File: config.mk
export PLATFORM = sky130hd
export DESIGN_NAME = rr_arbiter8
export DESIGN_NICKNAME = d
export VERILOG_FILES = /design/src/rtl/arb_pkg.sv /design/src/rtl/rr_prio_enc8.sv /design/src/rtl/rr_arbiter8.sv
export SDC_FILE = /design/constraint.sdc
export NUM_CORES = 1
export LEC_CHECK = 0
export BUFFER_PORTS_ARGS = -buffer_cell sky130_fd_sc_hd__buf_4
export CORE_MARGIN = 3
export CORE_UTILIZATION = 62
export DETAILED_ROUTE_END_ITERATION = 16
export PLACE_DENSITY = 0.9
export SYNTH_ARGS = -nofsm -noshare
export SYNTH_HDL_FRONTEND = slang
export SYNTH_SLANG_ARGS = --single-unit
File: constraint.sdc
create_clock -name clk -period 6.9 [get_ports clk]
set_clock_uncertainty 0.15 [all_clocks]
set_input_delay 1.035 -clock clk [delete_from_list [all_inputs] [get_ports clk]]
set_output_delay 1.035 -clock clk [all_outputs]
set_load 0.01 [all_outputs]
File: src/rtl/arb_pkg.sv
// Shared constants for the 8-way round-robin arbiter.
// Requester count, index width and FSM state encodings.
package arb_pkg;

    localparam int N     = 8;
    localparam int IDX_W = 3;

    localparam logic [0:0] IDLE  = 1'b0;
    localparam logic [0:0] GRANT = 1'b1;

endpackage

File: src/rtl/rr_prio_enc8.sv
// Rotating-priority 8-to-3 encoder.
// Rotates req by ptr, picks the lowest set bit, then rotates the index back.
module rr_prio_enc8
    import arb_pkg::*;
(
    input  logic [N-1:0]     req,
    input  logic [IDX_W-1:0] ptr,
    output logic [IDX_W-1:0] idx,
    output logic             any
);

    logic [N-1:0]     rot;
    logic [IDX_W-1:0] pos;

    // Rotate right by ptr so the current priority holder lands on bit 0
    always_comb begin
        rot = '0;
        for (int i = 0; i < N; i++) begin
            rot[i] = req[IDX_W'(i) + ptr];
        end
    end

    // Fixed LSB-first priority encode of the rotated vector
    always_comb begin
        pos = '0;
        for (int i = N - 1; i >= 0; i--) begin
            if (rot[i]) begin
                pos = IDX_W'(i);
            end
        end
    end

    // Undo the rotation; the 3-bit add wraps modulo 8
    assign idx = pos + ptr;
    assign any = |req;

endmodule

File: src/rtl/rr_arbiter8.sv
// Round-robin arbiter for 8 requesters with registered, held grants.
// A grant is held until its request drops, en drops, or MAX_HOLD expires.
module rr_arbiter8
    import arb_pkg::*;
#(
    parameter int MAX_HOLD = 16,
    parameter int CNT_W    = 4
) (
    input  logic             clk,
    input  logic             rst,
    input  logic             en,
    input  logic [N-1:0]     req,
    output logic [N-1:0]     gnt,
    output logic [IDX_W-1:0] gnt_idx,
    output logic             gnt_vld,
    output logic             timeout
);

    localparam logic [CNT_W-1:0] LAST = CNT_W'(MAX_HOLD - 1);

    logic [0:0]       state;
    logic [IDX_W-1:0] ptr;
    logic [CNT_W-1:0] hold_cnt;
    logic [IDX_W-1:0] win;
    logic             any;

    rr_prio_enc8 u_enc (
        .req (req),
        .ptr (ptr),
        .idx (win),
        .any (any)
    );

    // Grant FSM: arbitrate in IDLE, hold or release in GRANT
    always_ff @(posedge clk or posedge rst) begin
        if (rst) begin
            state    <= IDLE;
            ptr      <= '0;
            hold_cnt <= '0;
            gnt      <= '0;
            gnt_idx  <= '0;
            gnt_vld  <= 1'b0;
            timeout  <= 1'b0;
        end else begin
            timeout <= 1'b0;
            case (state)
                IDLE: begin
                    if (en && any) begin
                        gnt      <= N'(1) << win;
                        gnt_idx  <= win;
                        gnt_vld  <= 1'b1;
                        hold_cnt <= '0;
                        state    <= GRANT;
                    end
                end
                GRANT: begin
                    if (!en) begin
                        // Disable is not a release: priority stays put
                        gnt     <= '0;
                        gnt_vld <= 1'b0;
                        state   <= IDLE;
                    end else if (!req[gnt_idx]) begin
                        gnt     <= '0;
                        gnt_vld <= 1'b0;
                        ptr     <= gnt_idx + IDX_W'(1);
                        state   <= IDLE;
                    end else if (hold_cnt == LAST) begin
                        gnt     <= '0;
                        gnt_vld <= 1'b0;
                        ptr     <= gnt_idx + IDX_W'(1);
                        timeout <= 1'b1;
                        state   <= IDLE;
                    end else begin
                        hold_cnt <= hold_cnt + CNT_W'(1);
                    end
                end
                default: state <= IDLE;
            endcase
        end
    end

endmodule

==> qor.csv, run 1 <==
metric,value,unit
DR iter-0 viols,85,
Max H-tree Level,1,
layout net count,213,
Combinational Power Share,0.734,
Flop pwr share,0.211,
Die X,59.55,um
CTS sink cnt,21,
Core Rows,18,
Yosys reg bits,21,
asr flop ratio synth,1.000,
cell-internal power,0.5323,mW
Via density,6.662,
met2 routed WL,2.178,mm
vias in the first global route,1477,
fillers,211,
crit-path max FO,14,
CTS tree,done,
grt total ovfl,0,
Worst-Margin Slew,0.8051,ns
Most common cell on crit path,nand3_1,
core area,2590,um^2
WL met3,167,um
Port Buf Inserts,23,
Startpoint Class,flip-flop,
Mapped Area,1778,um^2
number of synthesized flops with an enable pin,0,
CTS resizes,0,
Max Buffers Root-to-Sink,2,
Clock transition at path regs,0.12,ns
Metal-1 WL,1.650,mm
sw frac,0.5106,
Mean Syn Cell Area,10.10,um^2
Crit path max-delay family,simple AND/OR/NAND/NOR gates,
Syn Inst Count,176,
fin. max-slew vios,0,
P_leak,0.8733,nW
Fmax,0.2109,GHz
Num CTS Buffers,3,
Psw,0.5554,mW
proportion of layout cells with a drive suffix above 1,0.2513,
"Seq/Total Area, Yosys",0.2956,
Die Y,59.55,um
antenna-violating nets left,0,
first-pass GRT wire length,6.913,mm
kind of critical path,flip-flop to flip-flop,
Slew Limit Headroom,0.4600,
Mapped Nets,193,
later-pin clock latency in the skew report,0.31,ns
slowest CP cell,dfrtp_1,
DP Wirelength,3.091,mm
Final Hold Fails,0,
CP Cell Sequence,inv_1 -> ha_1 -> mux4_2 -> mux2i_1 -> nor2b_1 -> nor2_1 -> a41oi_1 -> fa_1 -> nor4_1 -> nand3_1 -> nand3_1,
# IOs,24,
via count,1499,
Pwr Density,554.8,nW/um^2
ant diodes,0,
min Tclk post-route,4.741,ns
largest net degree at the start of global routing,22,
Yosys warning total,0,
initial antenna violation count,0,
final setup vio count,0,
RSZ-0062 raised after global routing,false,
peak supply drop,420.4,uV
max_cap viols,0,
Synth cell types,41,
Worst EP arrival,4.85,ns
crit end category,flip-flop,
Die ar.,3546,um^2
Initial Util,0.6865,
GPL Wtd Cong,0.8653,
"Hold-fix buffers, CTS",0,
Post-Route WL,4.054,mm
worst hold path type,flip-flop to flip-flop,
CP peak stage delay,0.77,ns
Worst Path Buf+Inv,1,
wire length per cell,18.02,um
setup bufs post-CTS,0,
part of the cycle the worst path needs,0.6871,
"Primary FF master, synth",dfrtp_1,
DRC,0,
Worst Path Required,7.01,ns
DRT Pass-1 Iters,4,
setup_tns,0,ns
Layout area overhead,10.27,%
status,finished clean,
gr usage total,0.2568,
clock share of power,0.055,
post-layout util,0.7570,
clock root buffer,clkbuf_4,
Top Layer Used,met4,
[final cells by class]
class | count | area [um^2] | share of cell area
Tap cell | 30 | 37.54 | 0.01914
Inverter | 9 | 33.78 | 0.01723
Sequential cell | 21 | 525.5 | 0.2680
Clock buffer | 4 | 26.28 | 0.01340
Multi-Input combinational cell | 138 | 1165 | 0.5941
Timing Repair Buffer | 23 | 172.7 | 0.08807
[routing by layer]
layer  global-route usage  up-vias
met3              0.01525        8
met2               0.4477       54
met4              0.07911        0
li1                     -      704
met1               0.3438      733
met5                    0        -
[cell usage in the layout, fill, tap and decap left out, drive strengths merged, types with 3 or more instances in the layout]
cell type and n:
dfrtp 21, xor2 3, nand2 22, clkbuf 4
a21oi 6, nor4 6, nor2 11, mux4 14
ha 5, xnor2 3, o21ai 13, nand3 20
inv 9, nand2b 3, a32o 3, buf 23
mux2i 9
[power groups by stage]
stage | sequential (mW) | clock [mW] | combinational (mW)
finish | 0.230 | 0.0600 | 0.798
global route | 0.238 | 0.0661 | 0.872
CTS | 0.229 | 0.0593 | 0.788
detailed placement | 0.231 | 0 | 0.781
global placement | 0.228 | 0 | 0.738
floorplan | 0.202 | 0 | 0.664
[kinds of logic (layout without fill, tap and decap cells)]
kind of cell	count (synthesis)	after routing	synth area share
compound gates	31	31	0.1253
xor+xnor	6	6	0.02956
fa+ha+maj	6	6	0.04645
buf+inv	17	36	0.04926
flops	21	21	0.2956
mux	24	24	0.2548
simple gates	71	71	0.1992
[cell usage after synthesis, types with 2 or more instances]
cell type	count	area, um^2
buf_6	2	22.52
xnor2_1	3	26.28
o21ai_2	2	17.52
xor2_1	3	26.28
mux4_2	11	247.7
o21ai_0	11	55.05
nor3_1	2	10.01
buf_2	4	20.02
nor2_1	11	41.29
a31oi_1	2	12.51
nand2b_1	3	18.77
a21oi_1	6	30.03
dfrtp_1	21	525.5
nand3_1	19	95.09
nor4_1	6	37.54
ha_1	5	62.56
mux2i_4	2	45.04
mux2i_1	7	70.07
mux4_1	3	78.83
nand2_1	22	82.58
inv_1	9	33.78
a32o_1	2	20.02
a211oi_1	2	15.01
[state kept, by name, indices dropped and copies added (netlist names)]
name,cells
ptr,3
hold_cnt,4
gnt_idx,3
state,1
gnt,8
gnt_vld,1
timeout,1
[worst min-delay path: stages, from the launching register on]
cell and delay (ns):
dfrtp_1 0.37, nand2_1 0.06, nand2_1 0.06
[per-stage QoR]
stage	instance area, um^2	hold WS [ns]	cells	power, mW	setup slack (ns)
global placement	1934	0.3145	221	0.9658	2.614
CTS	1961	0.3589	225	1.076	2.202
global route	1961	0.3894	225	1.176	1.789
floorplan	1778	0.3362	176	0.8660	3.033
detailed placement	1934	0.3271	221	1.012	2.256
finish	1961	0.3591	225	1.088	2.159
[final timing paths]
kind	start	to	slack [ns]	cells after the start
max	ptr[0]$_DFFE_PP0P_	gnt[6]$_DFFE_PP0P_	2.16	11
min	gnt_vld$_DFFE_PP0P_	gnt_vld$_DFFE_PP0P_	0.36	2
max reg2reg	ptr[0]$_DFFE_PP0P_	gnt[6]$_DFFE_PP0P_	2.16	11
min reg2reg	gnt_vld$_DFFE_PP0P_	gnt_vld$_DFFE_PP0P_	0.36	2
max in group asynchronous	rst	ptr[1]$_DFFE_PP0P_	5.41	2
min in group asynchronous	rst	gnt[6]$_DFFE_PP0P_	0.70	2
Power figures use the tool's default switching activity.
==> run 2, diff against run 1 <==
--- a/config.mk
+++ b/config.mk
@@ -5,11 +5,12 @@
 export SDC_FILE = /design/constraint.sdc
 export NUM_CORES = 1
 export LEC_CHECK = 0
+export ABC_AREA = 1
 export BUFFER_PORTS_ARGS = -buffer_cell sky130_fd_sc_hd__buf_4
 export CORE_MARGIN = 3
-export CORE_UTILIZATION = 62
+export CORE_UTILIZATION = 57
 export DETAILED_ROUTE_END_ITERATION = 16
-export PLACE_DENSITY = 0.9
+export PLACE_DENSITY = 0.84
 export SYNTH_ARGS = -nofsm -noshare
 export SYNTH_HDL_FRONTEND = slang
 export SYNTH_SLANG_ARGS = --single-unit
==> constraint.sdc (replaced) <==
create_clock -name clk -period 4.7 [get_ports clk]
set_clock_uncertainty 0.15 [all_clocks]
set_input_delay 0.705 -clock clk [delete_from_list [all_inputs] [get_ports clk]]
set_output_delay 0.705 -clock clk [all_outputs]
set_load 0.01 [all_outputs]
==> run 2 against run 1 <==
- synthesized cell count is 32% higher
- power is 32% higher
- global-route usage is 5.3 points lower
- final area is 3.8% lower
- utilization is 7.9 points lower
- clock power is 41% higher
- routed wire length is 18% lower
- flip-flop and latch count stayed put
- via count is 1.3% higher
- largest cell class unchanged
- largest power group unchanged
==> qor.csv, run 2 <==
metric,value,unit
status,finished clean,
ant diodes,0,
Max H-tree Level,1,
slowest CP cell,dfrtp_1,
setup_tns,0,ns
Mean Syn Cell Area,7.233,um^2
Via density,5.293,
Syn Inst Count,233,
grt total ovfl,0,
later-pin clock latency in the skew report,0.30,ns
ranking of synthesized cells by area,"dfrtp_1 31%, nand2_1 17%, nand3_1 7.4%",
DP Wirelength,2.738,mm
"Primary FF master, synth",dfrtp_1,
Yosys top cell area share,0.3118,
main combinational cell family by area after synthesis,simple AND/OR/NAND/NOR gates,
Worst Path Buf+Inv,5,
DRC,0,
reg2reg end,gnt[0]$_DFFE_PP0P_,
Mapped Area,1685,um^2
setup bufs post-CTS,0,
Post-synth top cells,"78 x nand2_1, 25 x nand3_1, 21 x dfrtp_1",
Yosys warning total,0,
antenna-violating nets left,0,
initial antenna violation count,0,
Port Buf Inserts,23,
Crit path max-delay family,adder cells,
Slew Limit Headroom,0.4991,
min Tclk post-route,3.586,ns
Yosys reg bits,21,
max_cap viols,0,
gr usage total,0.2037,
via count,1519,
xor-xnor portion of the synthesized cell area,0.05122,
Post-DP Area,1859,um^2
Die ar.,3645,um^2
crit-path max FO,12,
P_leak,1.028,nW
FF-to-FF Start,ptr[0]$_DFFE_PP0P_,
Post-Synth Adder-Cell Area,0.04900,
simple-gate share of the synthesized area,0.4551,
core area,2781,um^2
DRT Pass-1 Iters,6,
Pwr Density,759.4,nW/um^2
Mapped Nets,250,
"Hold-fix buffers, CTS",0,
Most common cell on crit path,nand2_1,
worst hold path type,flip-flop to flip-flop,
Num CTS Buffers,3,
Worst EP arrival,3.64,ns
asr flop ratio synth,1.000,
Worst Reg-to-Reg Cells,21,
Clock transition at path regs,0.11,ns
clock root buffer,clkbuf_4,
first-pass GRT wire length,5.630,mm
Layout area overhead,11.95,%
Worst Path Required,4.76,ns
largest registers,"gnt: 8 flops, hold_cnt: 4 flops",
CP Cell Sequence,inv_6 -> ha_1 -> inv_1 -> nand3_1 -> nand3_1 -> nand2_1 -> inv_1 -> nand2_1 -> nand2_1 -> nand2_1 -> nand2_1 -> a21boi_0 -> ha_1 -> inv_1 -> fa_1 -> xor2_1 -> inv_1 -> nand3_4 -> nand2_4 -> nand2_1 -> nand2_1,
layout net count,274,
Synth cell types,33,
Yosys top cell by area,dfrtp_1,
CTS resizes,0,
CTS tree,done,
final setup vio count,0,
peak supply drop,559.6,uV
proportion of layout cells with a drive suffix above 1,0.2422,
post-synthesis mux area share,0,
part of the cycle the worst path needs,0.7629,
max reg flops,8,
GPL Wtd Cong,0.8000,
Max Buffers Root-to-Sink,2,
Hold Crit Start,gnt[5]$_DFFE_PP0P_,
multi-input logic area,1039,um^2
post-synthesis compound-gate area fraction,0.06088,
Die Y,60.38,um
# IOs,24,
DR iter-0 viols,60,
vias in the first global route,1292,
number of synthesized flops with an enable pin,0,
fin. max-slew vios,0,
"most common cell after layout, fill and taps aside",nand2_1,
"Seq/Total Area, Yosys",0.3118,
Startpoint Class,flip-flop,
Post-Route WL,3.320,mm
crit end category,flip-flop,
fillers,255,
most frequent cell after synthesis,nand2_1,
CTS sink cnt,21,
Worst-Margin Slew,0.7505,ns
register cell area after layout,525.5,um^2
Reg2Reg Setup Slack,1.11,ns
RSZ-0062 raised after global routing,false,
largest net degree at the start of global routing,22,
Core Rows,19,
Initial Util,0.6059,
wire length per cell,11.57,um
Final Cell Area,1887,um^2
CP peak stage delay,0.64,ns
Fmax,0.2789,GHz
Hold Path End,gnt[5]$_DFFE_PP0P_,
Die X,60.38,um
worst hold stages,2,
kind of critical path,flip-flop to flip-flop,
"commonest non-fill, non-tap cells in the layout","78 x nand2_1, 25 x nand3_1, 23 x buf_4",
Biggest register,gnt,
Final Hold Fails,0,
[run 2: cell types whose count changed in the layout (fill, tap and decap cells not counted), sizes merged, moves of 5 or more]
| cell | delta |
|---|---|
| mux4 | -14 |
| nand2 | +72 |
| nand3 | +14 |
| a21oi | -5 |
| mux2i | -9 |
| nor2 | +9 |
| nor4 | -5 |
| inv | +12 |
[run 2: logic make-up after synthesis]
family                   count (synthesis)
AO/OA/AOI/OAI                           16
adder cells (fa/ha/maj)                  6
AND/OR/NAND/NOR                        156
flip-flops                              21
buffers and inverters                   25
XOR/XNOR                                 9
[run 2: layout make-up]
type | instances | share of cell area
inverters | 21 | 0.04443
clock inverters | 1 | 0.002653
flip-flops and latches | 21 | 0.2785
multi-input cells | 187 | 0.5504
repair buffers | 23 | 0.09151
clock buffers | 3 | 0.01194
well taps | 31 | 0.02056
[run 2: how the worst max path moves through the flow]
stage | slack (ns) | endpoint | startpoint | cells after the start
2_1_floorplan | 1.55 | gnt[0]$_DFFE_PP0P_ | ptr[0]$_DFFE_PP0P_ | 22
3_3_place_gp | 1.19 | gnt[0]$_DFFE_PP0P_ | ptr[0]$_DFFE_PP0P_ | 21
3_5_place_dp | 1.11 | gnt[0]$_DFFE_PP0P_ | ptr[0]$_DFFE_PP0P_ | 21
4_1_cts | 1.11 | gnt[0]$_DFFE_PP0P_ | ptr[0]$_DFFE_PP0P_ | 21
5_1_grt | 0.81 | gnt[0]$_DFFE_PP0P_ | ptr[0]$_DFFE_PP0P_ | 21
6_report | 1.11 | gnt[0]$_DFFE_PP0P_ | ptr[0]$_DFFE_PP0P_ | 21
[run 2: stage by stage]
step / utilization / cells / hold slack, ns / total power, mW / setup WS, ns
floorplan: - / 233 / 0.3368 / 1.153 / 1.545
global route: 0.6784 / 287 / 0.3703 / 1.592 / 0.8125
global placement: 0.6685 / 283 / 0.3147 / 1.330 / 1.192
finish: 0.6784 / 287 / 0.3447 / 1.433 / 1.114
CTS: 0.6784 / 287 / 0.3482 / 1.440 / 1.107
detailed placement: 0.6685 / 283 / 0.3189 / 1.351 / 1.108
[run 2: layer usage]
| metal | GRT usage | wire length [um] | part of all wire | up-vias |
|---|---|---|---|---|
| li1 | - | - | - | 792 |
| met2 | 0.3349 | 1666 | 0.50 | 18 |
| met1 | 0.2838 | 1554 | 0.47 | 704 |
| met3 | 0.02553 | 59 | 0.018 | 5 |
| met4 | 0.05696 | 40 | 0.012 | 0 |
| met5 | 0 | 0 | 0 | - |
[run 2: power breakdown]
| part | switching [mW] | total [mW] | internal, mW |
|---|---|---|---|
| registers | 0.0910 | 0.334 | 0.243 |
| clock network | 0.0528 | 0.0845 | 0.0318 |
| logic | 0.632 | 1.01 | 0.382 |
[run 2: worst min-delay path, stage by stage (launching register included)]
cell and delay, ns:
dfrtp_1 0.36, nand2_1 0.05, nand2_1 0.05
